[src/rtl/i2s_tdm_frame_rx_pkg.sv]
// Shared types and helpers for the I2S/LJ/TDM frame receiver.
//   fs_mode_e  : frame-sync style (50% LRCLK or TDM pulse)
//   rx_state_e : receiver framing state
//   frame_bits : bclk periods per frame
package i2s_rx_pkg;

  typedef enum logic {
    FS_LRCLK = 1'b0,  // frame starts on LRCLK falling edge
    FS_PULSE = 1'b1   // frame starts on sync pulse rising edge
  } fs_mode_e;

  typedef enum logic [1:0] {
    HUNT      = 2'd0,
    RUN       = 2'd1,
    WAIT_SYNC = 2'd2
  } rx_state_e;

  function automatic int unsigned frame_bits(input int unsigned num_slots,
                                             input int unsigned slot_width);
    return num_slots * slot_width;
  endfunction

endpackage

[src/rtl/i2s_tdm_frame_rx_fsync.sv]
// Frame-sync edge detector.
//   i2s_bclk    : bit clock (rising edge)
//   sys_rst     : async active-high reset
//   fs_i        : raw LRCLK / TDM sync
//   sync_edge_o : one-cycle pulse, registered, on the frame-start edge of fs_i
// The rising edge is used for pulse sync, the falling edge for LRCLK; the other
// edge is ignored.
module i2s_fsync_detect
  import i2s_rx_pkg::*;
#(
  parameter int unsigned FS_MODE = 0
) (
  input  logic i2s_bclk,
  input  logic sys_rst,
  input  logic fs_i,
  output logic sync_edge_o
);

  localparam fs_mode_e Mode = fs_mode_e'(FS_MODE[0]);

  logic fs_q;
  logic sync_edge_q;
  logic sync_edge_d;

  // Compare the newly sampled level against the previously registered one.
  always_comb begin
    sync_edge_d = 1'b0;
    if (Mode == FS_PULSE) begin
      sync_edge_d = fs_i & ~fs_q;
    end else begin
      sync_edge_d = ~fs_i & fs_q;
    end
  end

  always_ff @(posedge i2s_bclk or posedge sys_rst) begin
    if (sys_rst) begin
      fs_q        <= 1'b0;
      sync_edge_q <= 1'b0;
    end else begin
      fs_q        <= fs_i;
      sync_edge_q <= sync_edge_d;
    end
  end

  assign sync_edge_o = sync_edge_q;

endmodule

[src/rtl/i2s_tdm_frame_rx.sv]
// Serial audio frame receiver (I2S, left-justified, TDM), i2s_bclk domain only.
//   i2s_bclk, sys_rst : clock, async active-high reset
//   i2s_fs, i2s_data  : frame sync and serial data
//   err_clr           : clears sticky error flags (a new error in the same cycle wins)
//   frame_data        : slot n at [n*SAMPLE_WIDTH +: SAMPLE_WIDTH]
//   frame_valid       : one-cycle pulse when frame_data updates
//   frame_seq         : wrapping count of emitted frames
//   locked            : LOCK_FRAMES consecutive on-time sync edges seen
//   err_short/err_long: sticky early / missing sync edge
// The sync edge is acted on one edge after it is sampled. Data is aligned to that
// point: with DATA_DELAY=1 the live pin is used, with DATA_DELAY=0 a one-bit
// register holds the bit that arrived together with the sync edge.
module i2s_tdm_frame_rx
  import i2s_rx_pkg::*;
#(
  parameter int unsigned NUM_SLOTS    = 8,
  parameter int unsigned SLOT_WIDTH   = 32,
  parameter int unsigned SAMPLE_WIDTH = 24,
  parameter int unsigned FS_MODE      = 0,
  parameter int unsigned DATA_DELAY   = 1,
  parameter int unsigned LOCK_FRAMES  = 4
) (
  input  logic                              i2s_bclk,
  input  logic                              sys_rst,
  input  logic                              i2s_fs,
  input  logic                              i2s_data,
  input  logic                              err_clr,
  output logic [NUM_SLOTS*SAMPLE_WIDTH-1:0] frame_data,
  output logic                              frame_valid,
  output logic [7:0]                        frame_seq,
  output logic                              locked,
  output logic                              err_short,
  output logic                              err_long
);

  localparam int unsigned FrameBits = frame_bits(NUM_SLOTS, SLOT_WIDTH);
  localparam int unsigned CntW      = $clog2(FrameBits + 1);
  localparam int unsigned BitW      = $clog2(SLOT_WIDTH);
  localparam int unsigned SlotW     = $clog2(NUM_SLOTS);
  localparam int unsigned LockW     = $clog2(LOCK_FRAMES + 1);
  localparam int unsigned DataW     = NUM_SLOTS * SAMPLE_WIDTH;

  rx_state_e              state_q, state_d;
  logic [CntW-1:0]        per_cnt_q, per_cnt_d;
  logic [BitW-1:0]        bit_q, bit_d;
  logic [SlotW-1:0]       slot_q, slot_d;
  logic [DataW-1:0]       acc_q, acc_d;
  logic [DataW-1:0]       frame_data_q, frame_data_d;
  logic                   frame_valid_q, frame_valid_d;
  logic [7:0]             seq_q, seq_d;
  logic                   locked_q, locked_d;
  logic [LockW-1:0]       lock_cnt_q, lock_cnt_d;
  logic                   err_short_q, err_short_d;
  logic                   err_long_q, err_long_d;
  logic                   data_q;

  logic                   sync_c;
  logic                   tap_c;
  logic                   start_c;
  logic                   capture_c;
  logic                   emit_c;
  logic                   short_evt_c;
  logic                   long_evt_c;
  logic [BitW-1:0]        cap_bit_c;
  logic [SlotW-1:0]       cap_slot_c;

  i2s_fsync_detect #(
    .FS_MODE (FS_MODE)
  ) u_fsync (
    .i2s_bclk    (i2s_bclk),
    .sys_rst     (sys_rst),
    .fs_i        (i2s_fs),
    .sync_edge_o (sync_c)
  );

  // Data alignment tap for the configured data delay.
  assign tap_c = (DATA_DELAY == 0) ? data_q : i2s_data;

  // Framing FSM, bit/slot counters, assembly and flag next-state.
  always_comb begin
    state_d       = state_q;
    per_cnt_d     = per_cnt_q;
    bit_d         = bit_q;
    slot_d        = slot_q;
    acc_d         = acc_q;
    frame_data_d  = frame_data_q;
    frame_valid_d = 1'b0;
    seq_d         = seq_q;
    locked_d      = locked_q;
    lock_cnt_d    = lock_cnt_q;
    start_c       = 1'b0;
    capture_c     = 1'b0;
    emit_c        = 1'b0;
    short_evt_c   = 1'b0;
    long_evt_c    = 1'b0;
    cap_bit_c     = bit_q;
    cap_slot_c    = slot_q;

    case (state_q)
      HUNT: begin
        locked_d   = 1'b0;
        lock_cnt_d = '0;
        if (sync_c) begin
          state_d = RUN;
          start_c = 1'b0 | 1'b1;
        end
      end
      RUN: begin
        if (sync_c) begin
          start_c = 1'b1;
          if (per_cnt_q == CntW'(FrameBits)) begin
            if (lock_cnt_q < LockW'(LOCK_FRAMES)) begin
              lock_cnt_d = lock_cnt_q + LockW'(1);
            end
            if (lock_cnt_d == LockW'(LOCK_FRAMES)) begin
              locked_d = 1'b1;
            end
          end else begin
            // Early edge, including one that lands on the last bit of the frame.
            short_evt_c = 1'b1;
            locked_d    = 1'b0;
            lock_cnt_d  = '0;
          end
        end else if (per_cnt_q == CntW'(FrameBits)) begin
          long_evt_c = 1'b1;
          locked_d   = 1'b0;
          lock_cnt_d = '0;
          state_d    = WAIT_SYNC;
        end else begin
          capture_c = 1'b1;
          emit_c    = (per_cnt_q == CntW'(FrameBits - 1));
        end
      end
      WAIT_SYNC: begin
        if (sync_c) begin
          state_d    = RUN;
          start_c    = 1'b1;
          lock_cnt_d = '0;
        end
      end
      default: begin
        state_d = HUNT;
      end
    endcase

    // A sync edge always restarts the frame at bit 0 of slot 0.
    if (start_c) begin
      capture_c  = 1'b1;
      cap_bit_c  = '0;
      cap_slot_c = '0;
      per_cnt_d  = CntW'(1);
    end else if (capture_c) begin
      per_cnt_d = per_cnt_q + CntW'(1);
    end

    if (capture_c) begin
      if (32'(cap_bit_c) < SAMPLE_WIDTH) begin
        for (int s = 0; s < int'(NUM_SLOTS); s++) begin
          if (cap_slot_c == SlotW'(s)) begin
            acc_d[s*SAMPLE_WIDTH +: SAMPLE_WIDTH] =
              {acc_q[s*SAMPLE_WIDTH +: SAMPLE_WIDTH-1], tap_c};
          end
        end
      end
      if (cap_bit_c == BitW'(SLOT_WIDTH - 1)) begin
        bit_d  = '0;
        slot_d = cap_slot_c + SlotW'(1);
      end else begin
        bit_d  = cap_bit_c + BitW'(1);
        slot_d = cap_slot_c;
      end
    end

    if (emit_c) begin
      frame_data_d  = acc_d;
      frame_valid_d = 1'b1;
      seq_d         = seq_q + 8'd1;
    end

    err_short_d = short_evt_c | (err_short_q & ~err_clr);
    err_long_d  = long_evt_c | (err_long_q & ~err_clr);
  end

  // State and output registers.
  always_ff @(posedge i2s_bclk or posedge sys_rst) begin
    if (sys_rst) begin
      state_q       <= HUNT;
      per_cnt_q     <= '0;
      bit_q         <= '0;
      slot_q        <= '0;
      acc_q         <= '0;
      frame_data_q  <= '0;
      frame_valid_q <= 1'b0;
      seq_q         <= '0;
      locked_q      <= 1'b0;
      lock_cnt_q    <= '0;
      err_short_q   <= 1'b0;
      err_long_q    <= 1'b0;
      data_q        <= 1'b0;
    end else begin
      state_q       <= state_d;
      per_cnt_q     <= per_cnt_d;
      bit_q         <= bit_d;
      slot_q        <= slot_d;
      acc_q         <= acc_d;
      frame_data_q  <= frame_data_d;
      frame_valid_q <= frame_valid_d;
      seq_q         <= seq_d;
      locked_q      <= locked_d;
      lock_cnt_q    <= lock_cnt_d;
      err_short_q   <= err_short_d;
      err_long_q    <= err_long_d;
      data_q        <= i2s_data;
    end
  end

  assign frame_data  = frame_data_q;
  assign frame_valid = frame_valid_q;
  assign frame_seq   = seq_q;
  assign locked      = locked_q;
  assign err_short   = err_short_q;
  assign err_long    = err_long_q;

endmodule
[config.mk]
export PLATFORM = sky130hd
export DESIGN_NAME = i2s_tdm_frame_rx
export DESIGN_NICKNAME = d
export VERILOG_FILES = /design/src/rtl/i2s_tdm_frame_rx_pkg.sv /design/src/rtl/i2s_tdm_frame_rx_fsync.sv /design/src/rtl/i2s_tdm_frame_rx.sv
export SDC_FILE = /design/constraint.sdc
export NUM_CORES = 1
export LEC_CHECK = 0
export ABC_CLOCK_PERIOD_IN_PS = 15500
export CORE_ASPECT_RATIO = 1.5
export CORE_MARGIN = 4
export CORE_UTILIZATION = 40
export CTS_CLUSTER_DIAMETER = 80
export DETAILED_ROUTE_END_ITERATION = 6
export PLACE_DENSITY = 0.64
export SYNTH_ARGS = -nofsm -noshare
export SYNTH_HDL_FRONTEND = slang
export SYNTH_SLANG_ARGS = --single-unit
[constraint.sdc]
create_clock -name i2s_bclk -period 15.5 [get_ports i2s_bclk]
set_input_delay 3.1 -clock i2s_bclk [delete_from_list [all_inputs] [get_ports i2s_bclk]]
set_output_delay 3.1 -clock i2s_bclk [all_outputs]
set_load 0.005 [all_outputs]
== Yosys cells after proc, flatten, opt, wreduce, memory -nomap -nowiden ==
Index checks and enable logic that the tools add are counted.

* Add/subtract/negate cells: 5
* Order comparisons: 2
* Equality and inequality tests: 19
* Muxes and demuxes: 49
* Bitwise operators: 7
* Reduce and logical (&&, ||, !) cells: 10

{| class="wikitable"
|+ Operator list
! kind !! number
|-
| $mux 192 || 2
|-
| $mux 24 || 8
|-
| $mux 3 || 10
|-
| $mux 1 || 19
|-
| $mux 9 || 2
|-
| $eq 3x3->1 const B || 5
|-
| $mux 5 || 2
|-
| $add 9x1->9 const B || 1
|-
| $eq 9x8->1 const B || 1
|-
| $eq 9x9->1 const B || 1
|-
| $pmux 3 s3 || 1
|-
| $reduce_and 3->1 || 3
|-
| $add 8x1->8 const B || 1
|-
| $add 3x1->3 const B || 2
|-
| $eq 3x2->1 const B || 2
|-
| $mux 2 || 3
|-
| $add 5x1->5 const B || 1
|-
| $eq 5x5->1 const B || 1
|-
| $lt 5x5->1 const B || 1
|-
| $ne 2x1->1 const B || 2
|-
| $ne 2x2->1 const B || 2
|-
| $ne 4x4->1 const B || 1
|-
| $pmux 2 s2 || 1
|-
| $reduce_bool 2->1 || 2
|-
| other kinds (14) || 18
|}

* Flip-flop bits (word level): 420
* Bits of input ports: 5
* Output and inout bits: 204

== Longest topological paths before layout ==
Gate-level depths: netlist (run 1).

* Depth in word-level cells: 10
* Gate-level depth with buffers: 12
* Mapped depth without buffers: 8

== Hierarchy ==
Synthesis (run 1) repeated with hierarchy kept, for this count alone.

* Cell total of the unflattened synthesis: 1,674
* Area total of the unflattened synthesis: 17,962.2 um^2

{| class="wikitable"
|+ By module, submodules not included
! module !! instances !! cells each !! area an instance (um^2) !! sequential area each (um^2)
|-
| i2s_tdm_frame_rx || 1 || 1,670 || 17,894.7 || 10,460.0
|-
| i2s_fsync_detect || 1 || 4 || 67.6 || 50.0
|}

== Least setup slack after synthesis (run 1) ==
OpenSTA, ideal clock, no wires.

* Path type: input port to flip-flop
* Start: input i2s_data
* End: register frame_data_q[72], in the netlist frame_data[72]
* Setup time: 0.082 ns
* Data arrival time: 3.604 ns
* Required time: 15.418 ns
* Path slack: 11.814 ns
* Cell stages on the path: 3
* Path through: clkbuf_1 -> nand3_1 -> a31oi_1

* Cells in the longest elaborated chain, start to end: 3

{| class="wikitable"
|+ Ends and longest elaborated chain
! what !! line !! text
|-
| start: declaration || i2s_tdm_frame_rx.sv:26 || <nowiki>input logic i2s_data,</nowiki>
|-
| $mux 24 || i2s_tdm_frame_rx.sv:159 || <nowiki>if (cap_slot_c == SlotW'(s)) begin</nowiki>
|-
| $mux 192 || i2s_tdm_frame_rx.sv:157 || <nowiki>if (32'(cap_bit_c) < SAMPLE_WIDTH) begin</nowiki>
|-
| $mux 192 || i2s_tdm_frame_rx.sv:156 || <nowiki>if (capture_c) begin</nowiki>
|-
| end signal: assignment || i2s_tdm_frame_rx.sv:206 || <nowiki>frame_data_q <= frame_data_d;</nowiki>
|-
| end: declaration || i2s_tdm_frame_rx.sv:48 || <nowiki>logic [DataW-1:0] frame_data_q, frame_data_d;</nowiki>
|}

No other way between the ends.
A chain may end at the register's enable or synchronous reset.

==> flow_summary.json, run 1 <==
{
  "status": "complete, no violations",
  "synth-async-reset-ratio_pct": 100,
  "cp_data_arrival_time_ns": 6.18,
  "finalSetupViolations": 0,
  "path_buf_inv": 4,
  "filler_cell_count": 4125,
  "max_stage_delay_ns": 0.87,
  "sequential_cell_area_um2": 10500,
  "drive_gt1_share_pct": 9.45,
  "htreeDepth": 2,
  "syn_area_um2": 18200,
  "timing.hold.worst.class": "flop to flop",
  "drv_cap": 0,
  "via_count": 13900,
  "hold_buffers_post_cts": 0,
  "synth_top_cell_area_share_pct": 57.9,
  "synth.distinct_cells": 63,
  "synth_warnings": 0,
  "synthesis.nets": 1762,
  "netSwitchingPower_uw": 690,
  "fraction_of_the_cycle_the_final_worst_path_needs_pct": 36.5,
  "peakVddDrop_uv": 91.1,
  "die_w_um": 182,
  "grt_setup_unrepaired": "no",
  "number_of_standard_cells_after_synthesis": 1749,
  "root_buffer": "sky130_fd_sc_hd__clkbuf_16",
  "grt_antenna_before_repair": 0,
  "ys_dominant_reg_cell": "sky130_fd_sc_hd__dfrtp_1",
  "leakage_uw": 0.00982,
  "path_class": "input port to async pin",
  "avgRoutedWirePerCell_um": 18.2,
  "drtAntennaViolNets": 0,
  "postRouteWirelength_um": 45100,
  "postPlaceCellArea_um2": 20400,
  "die_h_um": 269,
  "design.die.area_um2": 48900,
  "critPathMaxFanout": 134,
  "clock-sinks": 420,
  "n_antenna_cell": 0,
  "grt_pass1_vias": 14000,
  "synth_enable_flop_cells": 0,
  "max_slew.worst_pin.slew_ns": 1.19,
  "place.gp.congestion": 0.768,
  "timing.max_slew.rel_slack_pct": 20.2,
  "fin_tns_setup_ns": 0,
  "vias_per_cell": 5.63,
  "postLayoutSetupSlackWorst_ns": 9.84,
  "maxClockFrequency_mhz": 177,
  "ioPinCount": 209,
  "first_pass_grt_wire_length_um": 74400,
  "clk_skew_ns": 0.00847,
  "synth-seq-cells": 420,
  "drt_first_iter_violations": 962,
  "critical_path.slowest_cell": "sky130_fd_sc_hd__buf_4",
  "pwr-share-clk_pct": 42.6,
  "power_frac_seq_pct": 46.3,
  "netlist_top_cells_area": "sky130_fd_sc_hd__dfrtp_1 (58%), sky130_fd_sc_hd__nand2_1 (5.0%), sky130_fd_sc_hd__o21ai_0 (4.7%)",
  "cts.repair.resized": 0,
  "pwr_dens_nw_per_um2": 116,
  "floorplan.rows": 95,
  "clock_tree_from_tritoncts": "built",
  "core-area_um2": 44800,
  "setup.worst_path.end_class": "async pin",
  "clock_latency_ns": 0.54,
  "cell_accounting_for_the_most_synthesized_area": "sky130_fd_sc_hd__dfrtp_1",
  "p_sw_share_pct": 27.2,
  "slew_viol_final": 0,
  "start_kind": "input port",
  "synth_seq_area_share_pct": 57.9,
  "final_critical_period_ns": 5.66,
  "cts_buffers": 42,
  "cpMostUsedCell": "sky130_fd_sc_hd__buf_4",
  "cpLargestDelayFamily": "buffers and inverters",
  "initial_util_pct": 40.5,
  "cp_cell_sequence": "clkdlybuf4s50_1 -> inv_8 -> buf_4 -> buf_4",
  "cts_setup_buffers": 0,
  "internal_power_uw": 1840,
  "first_pass_iters": 5,
  "comb_power_share_pct": 11.1,
  "timing.critical_path.required_ns": 16.03,
  "hold_violations": 0,
  "dp_hpwl_um": 26900,
  "dpl_worst_slack_ns": 9.12,
  "cts_buffer_depth": 3,
  "final_area_um2": 21900,
  "syn2layout_area_growth_pct": 20.5,
  "track_usage_pct": 18.2,
  "layout.nets": 1877,
  "grt_max_degree": 183,
  "clk_pin_slew_worst_paths_ns": 0.06,
  "multi_input_area_um2": 6820,
  "post-route-drc-count": 0,
  "netlist_top_cells_count": "sky130_fd_sc_hd__dfrtp_1 (420), sky130_fd_sc_hd__nand2_1 (243), sky130_fd_sc_hd__o21ai_0 (172)",
  "synthMostInstantiatedCell": "sky130_fd_sc_hd__dfrtp_1",
  "syn-mean-instance-area_um2": 10.4,
  "globalRoute.totalOverflow": 0,
  "portBuffers": 208
}
## worst register-to-register path: stages, from the launching register on
cell and delay (ns):
sky130_fd_sc_hd__dfrtp_1 0.42, sky130_fd_sc_hd__inv_1 0.06, sky130_fd_sc_hd__ha_1 0.22, sky130_fd_sc_hd__or4bb_1 0.58, sky130_fd_sc_hd__o211ai_4 0.21, sky130_fd_sc_hd__inv_8 0.57, sky130_fd_sc_hd__buf_4 0.98, sky130_fd_sc_hd__o311ai_0 0.40
sky130_fd_sc_hd__o211ai_1 0.15
## kinds of logic (layout without fill, tap and decap cells)
family / Yosys count / after routing / share of synthesized area [%]
compound gates: 534 / 534 / 18.4
simple gates: 483 / 483 / 11.4
flops: 420 / 420 / 57.9
buf+inv: 187 / 332 / 4.86
mux: 105 / 105 / 6.33
xor+xnor: 12 / 12 / 0.579
fa+ha+maj: 8 / 8 / 0.551
## flip-flops by register name (all words and copies together) (netlist names)
register,cells
frame_seq,8
u_fsync.sync_edge_o,1
locked,1
state_q,2
err_long,1
frame_data,192
err_short,1
acc_q,192
frame_valid,1
bit_q,5
lock_cnt_q,3
slot_q,3
u_fsync.fs_q,1
per_cnt_q,9
## placed cells by master, fill, tap and decap left out, drive strengths merged, types with 2 or more instances in the layout
cell	count
or4	4
a21oi	83
a41oi	18
and2	6
clkinv	10
dfrtp	420
ha	8
nor2b	2
bufinv	5
nand2	243
o211ai	60
mux2	79
o211a	2
o22ai	2
o21ai	184
buf	19
and3	2
nor3b	3
or4bb	2
clkbuf	58
nor3	4
nand4	8
or3	2
nand3	68
and4	2
a211oi	2
a22o	2
o311ai	53
xor2	7
o31ai	22
nor2	130
xnor2	5
inv	32
clkdlybuf4s50	208
a31oi	100
mux2i	26
## per-stage QoR
step / total power (uW) / utilization, % / instances / hold slack [ns]
6_report: 2530 / 48.8 / 2476 / 0.469
3_3_place_gp: 1470 / 45.6 / 2402 / 0.457
5_1_grt: 2640 / 48.8 / 2476 / 0.494
3_5_place_dp: 1480 / 45.6 / 2402 / 0.457
2_1_floorplan: 1390 / - / 1749 / 0.439
4_1_cts: 2560 / 48.8 / 2476 / 0.469
## worst paths after layout
kind | startpoint | end | slack [ns] | cells after the start
setup / recovery | sys_rst | frame_data[142]$_DFFE_PP0P_ | 9.84 | 4
hold / removal | frame_seq[7]$_DFFE_PP0P_ | frame_seq[7]$_DFFE_PP0P_ | 0.47 | 1
setup reg to reg | per_cnt_q[0]$_DFFE_PP0P_ | frame_data[128]$_DFFE_PP0P_ | 11.80 | 8
hold reg to reg | frame_seq[7]$_DFFE_PP0P_ | frame_seq[7]$_DFFE_PP0P_ | 0.47 | 1
max in group i2s_bclk | frame_data[119]$_DFFE_PP0P_ | frame_data[119] | 10.86 | 1
min in group asynchronous | sys_rst | frame_valid$_DFF_PP0_ | 3.12 | 2
## power groups by stage
stage                     Sequential (uW)  Combinational, uW  Clock [uW]
final                                1170                280        1080
after detailed placement             1190                282           0
after global routing                 1180                316        1150
after floorplan                      1180                213           0
after CTS                            1170                283        1110
after global placement               1190                277           0
## layout make-up
class / instances / area share [%]
clock inverter: 16 / 0.966
timing repair buffer: 227 / 10.2
sequential: 420 / 48.0
clock buffer: 58 / 5.69
inverter: 31 / 0.600
multi-input combinational: 1142 / 31.2
tap: 582 / 3.33
## routing by layer
layer	track usage [%]	wire, um
met1	23.9	19200
met2	31.1	22700
met3	2.87	1940
met4	5.93	1280
met5	0	0
No activity file was read; power rests on OpenSTA's default activity.
==> run 2: changes to the inputs <==
--- a/config.mk
+++ b/config.mk
@@ -5,7 +5,7 @@
 export SDC_FILE = /design/constraint.sdc
 export NUM_CORES = 1
 export LEC_CHECK = 0
-export ABC_CLOCK_PERIOD_IN_PS = 15500
+export ABC_CLOCK_PERIOD_IN_PS = 5150
 export CORE_ASPECT_RATIO = 1.5
 export CORE_MARGIN = 4
 export CORE_UTILIZATION = 40
==> constraint.sdc (replaced) <==
create_clock -name i2s_bclk -period 5.15 [get_ports i2s_bclk]
set_input_delay 1.03 -clock i2s_bclk [delete_from_list [all_inputs] [get_ports i2s_bclk]]
set_output_delay 1.03 -clock i2s_bclk [all_outputs]
set_load 0.005 [all_outputs]
==> run 2 against run 1 <==
  * Total power grew to 3.0 times the previous value
  * Largest power group unchanged
  * Critical path depth is the same
  * Sequential power grew to 3.0 times the previous value
  * Design area grew 0.19%
  * Highest routed layer unchanged
==> flow_summary.json, run 2 (synthesis results as in run 1) <==
{
  "status": "complete, no violations",
  "critical_path.slowest_cell": "sky130_fd_sc_hd__nand3_2",
  "maxClockFrequency_mhz": 283,
  "root_buffer": "sky130_fd_sc_hd__clkbuf_16",
  "grt_pass1_vias": 13700,
  "cts_buffers": 41,
  "clock-sinks": 420,
  "first_pass_grt_wire_length_um": 72100,
  "layout.nets": 1879,
  "die_h_um": 269,
  "cts_setup_buffers": 0,
  "timing.max_slew.rel_slack_pct": 14.2,
  "pwr_dens_nw_per_um2": 345,
  "gr-usage-met3_pct": 3.31,
  "first_pass_iters": 7,
  "die_w_um": 182,
  "rr_startpoint": "state_q[0]$_DFFE_PP0P_",
  "syn2layout_area_growth_pct": 20.7,
  "timing.critical_path.required_ns": 5.57,
  "cp_cell_sequence": "nor3b_4 -> and2_0 -> nand3_2 -> mux2_1",
  "postRouteWirelength_um": 44600,
  "leakage_uw": 0.00983,
  "postLayoutSetupSlackWorst_ns": 1.62,
  "clk_skew_ns": 0.0153,
  "drtAntennaViolNets": 0,
  "slew_viol_final": 0,
  "start_kind": "flop",
  "globalRoute.busiestLayer": "met2",
  "portBuffers": 208,
  "clock_latency_ns": 0.55,
  "fraction_of_the_cycle_the_final_worst_path_needs_pct": 68.5,
  "worstHoldPathCells": 1,
  "post-route-drc-count": 0,
  "layout_common_cells": "sky130_fd_sc_hd__dfrtp_1 (420), sky130_fd_sc_hd__nand2_1 (243), sky130_fd_sc_hd__clkdlybuf4s50_1 (208)",
  "initial_util_pct": 40.5,
  "grt_setup_unrepaired": "no",
  "path_class": "flop to flop",
  "grt_use_met1_pct": 22.3,
  "hold_buffers_post_cts": 0,
  "globalRoute.totalOverflow": 0,
  "max_slew.worst_pin.slew_ns": 1.29,
  "regToRegSetupSlack_ns": 1.62,
  "cts.repair.resized": 0,
  "clk_pin_slew_worst_paths_ns": 0.07,
  "global_route.usage.met2_pct": 30.4,
  "cts_buffer_depth": 3,
  "critPathMaxFanout": 47,
  "n_antenna_cell": 0,
  "track_usage_pct": 17.6,
  "postPlaceCellArea_um2": 20500,
  "drv_cap": 0,
  "endpoint_of_the_worst_register_to_register_path": "acc_q[122]$_DFF_PP0_",
  "hold_violations": 0,
  "timing.hold.worst.class": "flop to flop",
  "core-area_um2": 44800,
  "avgRoutedWirePerCell_um": 18.0,
  "design.die.area_um2": 48900,
  "grt_max_degree": 214,
  "worst_hold_path.endpoint": "frame_seq[7]$_DFFE_PP0P_",
  "final_critical_period_ns": 3.53,
  "peakVddDrop_uv": 191,
  "final_area_um2": 21900,
  "setup.worst_path.end_class": "flop",
  "dpl_worst_slack_ns": 1.58,
  "place.gp.congestion": 0.805,
  "reg2regPathDepth": 4,
  "fin_tns_setup_ns": 0,
  "floorplan.rows": 95,
  "filler_cell_count": 4079,
  "finalSetupViolations": 0,
  "hold_slack_ns": 0.470,
  "ioPinCount": 209,
  "htreeDepth": 2,
  "multi_input_area_um2": 6820,
  "drt_first_iter_violations": 1076,
  "cp_data_arrival_time_ns": 3.95,
  "mostFrequentLayoutCell": "sky130_fd_sc_hd__dfrtp_1",
  "worst_hold_startpoint": "frame_seq[7]$_DFFE_PP0P_",
  "max_stage_delay_ns": 0.99,
  "drive_gt1_share_pct": 9.69,
  "grt_antenna_before_repair": 0,
  "dp_hpwl_um": 26300,
  "sequential_cell_area_um2": 10500,
  "vias_per_cell": 5.61,
  "clock_tree_from_tritoncts": "built",
  "via_count": 13900
}
## run 2: through the flow
stage | total power [uW] | std cells | util [%]
global route | 7890 | 2481 | 48.9
floorplan | 4190 | 1749 | -
global placement | 4420 | 2405 | 45.7
CTS | 7650 | 2481 | 48.9
detailed placement | 4440 | 2405 | 45.7
finish | 7570 | 2481 | 48.9
## run 2: final cells by class
type                       instances  share of cell area, %
inverter                          31                  0.582
multi-input combinational       1142                   31.1
clock inverter                    16                  0.873
timing repair buffer             230                   10.5
clock buffer                      60                   5.70
tap                              582                   3.32
sequential                       420                   47.9
## run 2: worst max-delay path, delay by kind of cell (launching register included)
kind | cells | cell delay (ns)
simple gates | 3 | 2.18
mux | 1 | 0.66
flops | 1 | 0.55
## run 2: how the worst max path moves through the flow
stage                                 from              endpoint  cells past startpoint
floorplan                          sys_rst    acc_q[0]$_DFF_PP0_                      1
global placement    state_q[0]$_DFFE_PP0P_  acc_q[127]$_DFF_PP0_                      4
detailed placement  state_q[0]$_DFFE_PP0P_  acc_q[127]$_DFF_PP0_                      4
CTS                 state_q[0]$_DFFE_PP0P_  acc_q[122]$_DFF_PP0_                      4
global route        state_q[0]$_DFFE_PP0P_  acc_q[122]$_DFF_PP0_                      4
finish              state_q[0]$_DFFE_PP0P_  acc_q[122]$_DFF_PP0_                      4
## run 2: power by group
group	switching, uW	internal, uW	leakage [uW]
Clock	1300	1890	0.000721
Combinational	657	187	0.00334
Sequential	113	3420	0.00577
## run 2: layer usage
metal | up-vias | part of all wire [%]
met5 | - | 0
met4 | 0 | 2.9
met3 | 87 | 5.2
met2 | 364 | 50
met1 | 6955 | 42
li1 | 6508 | -
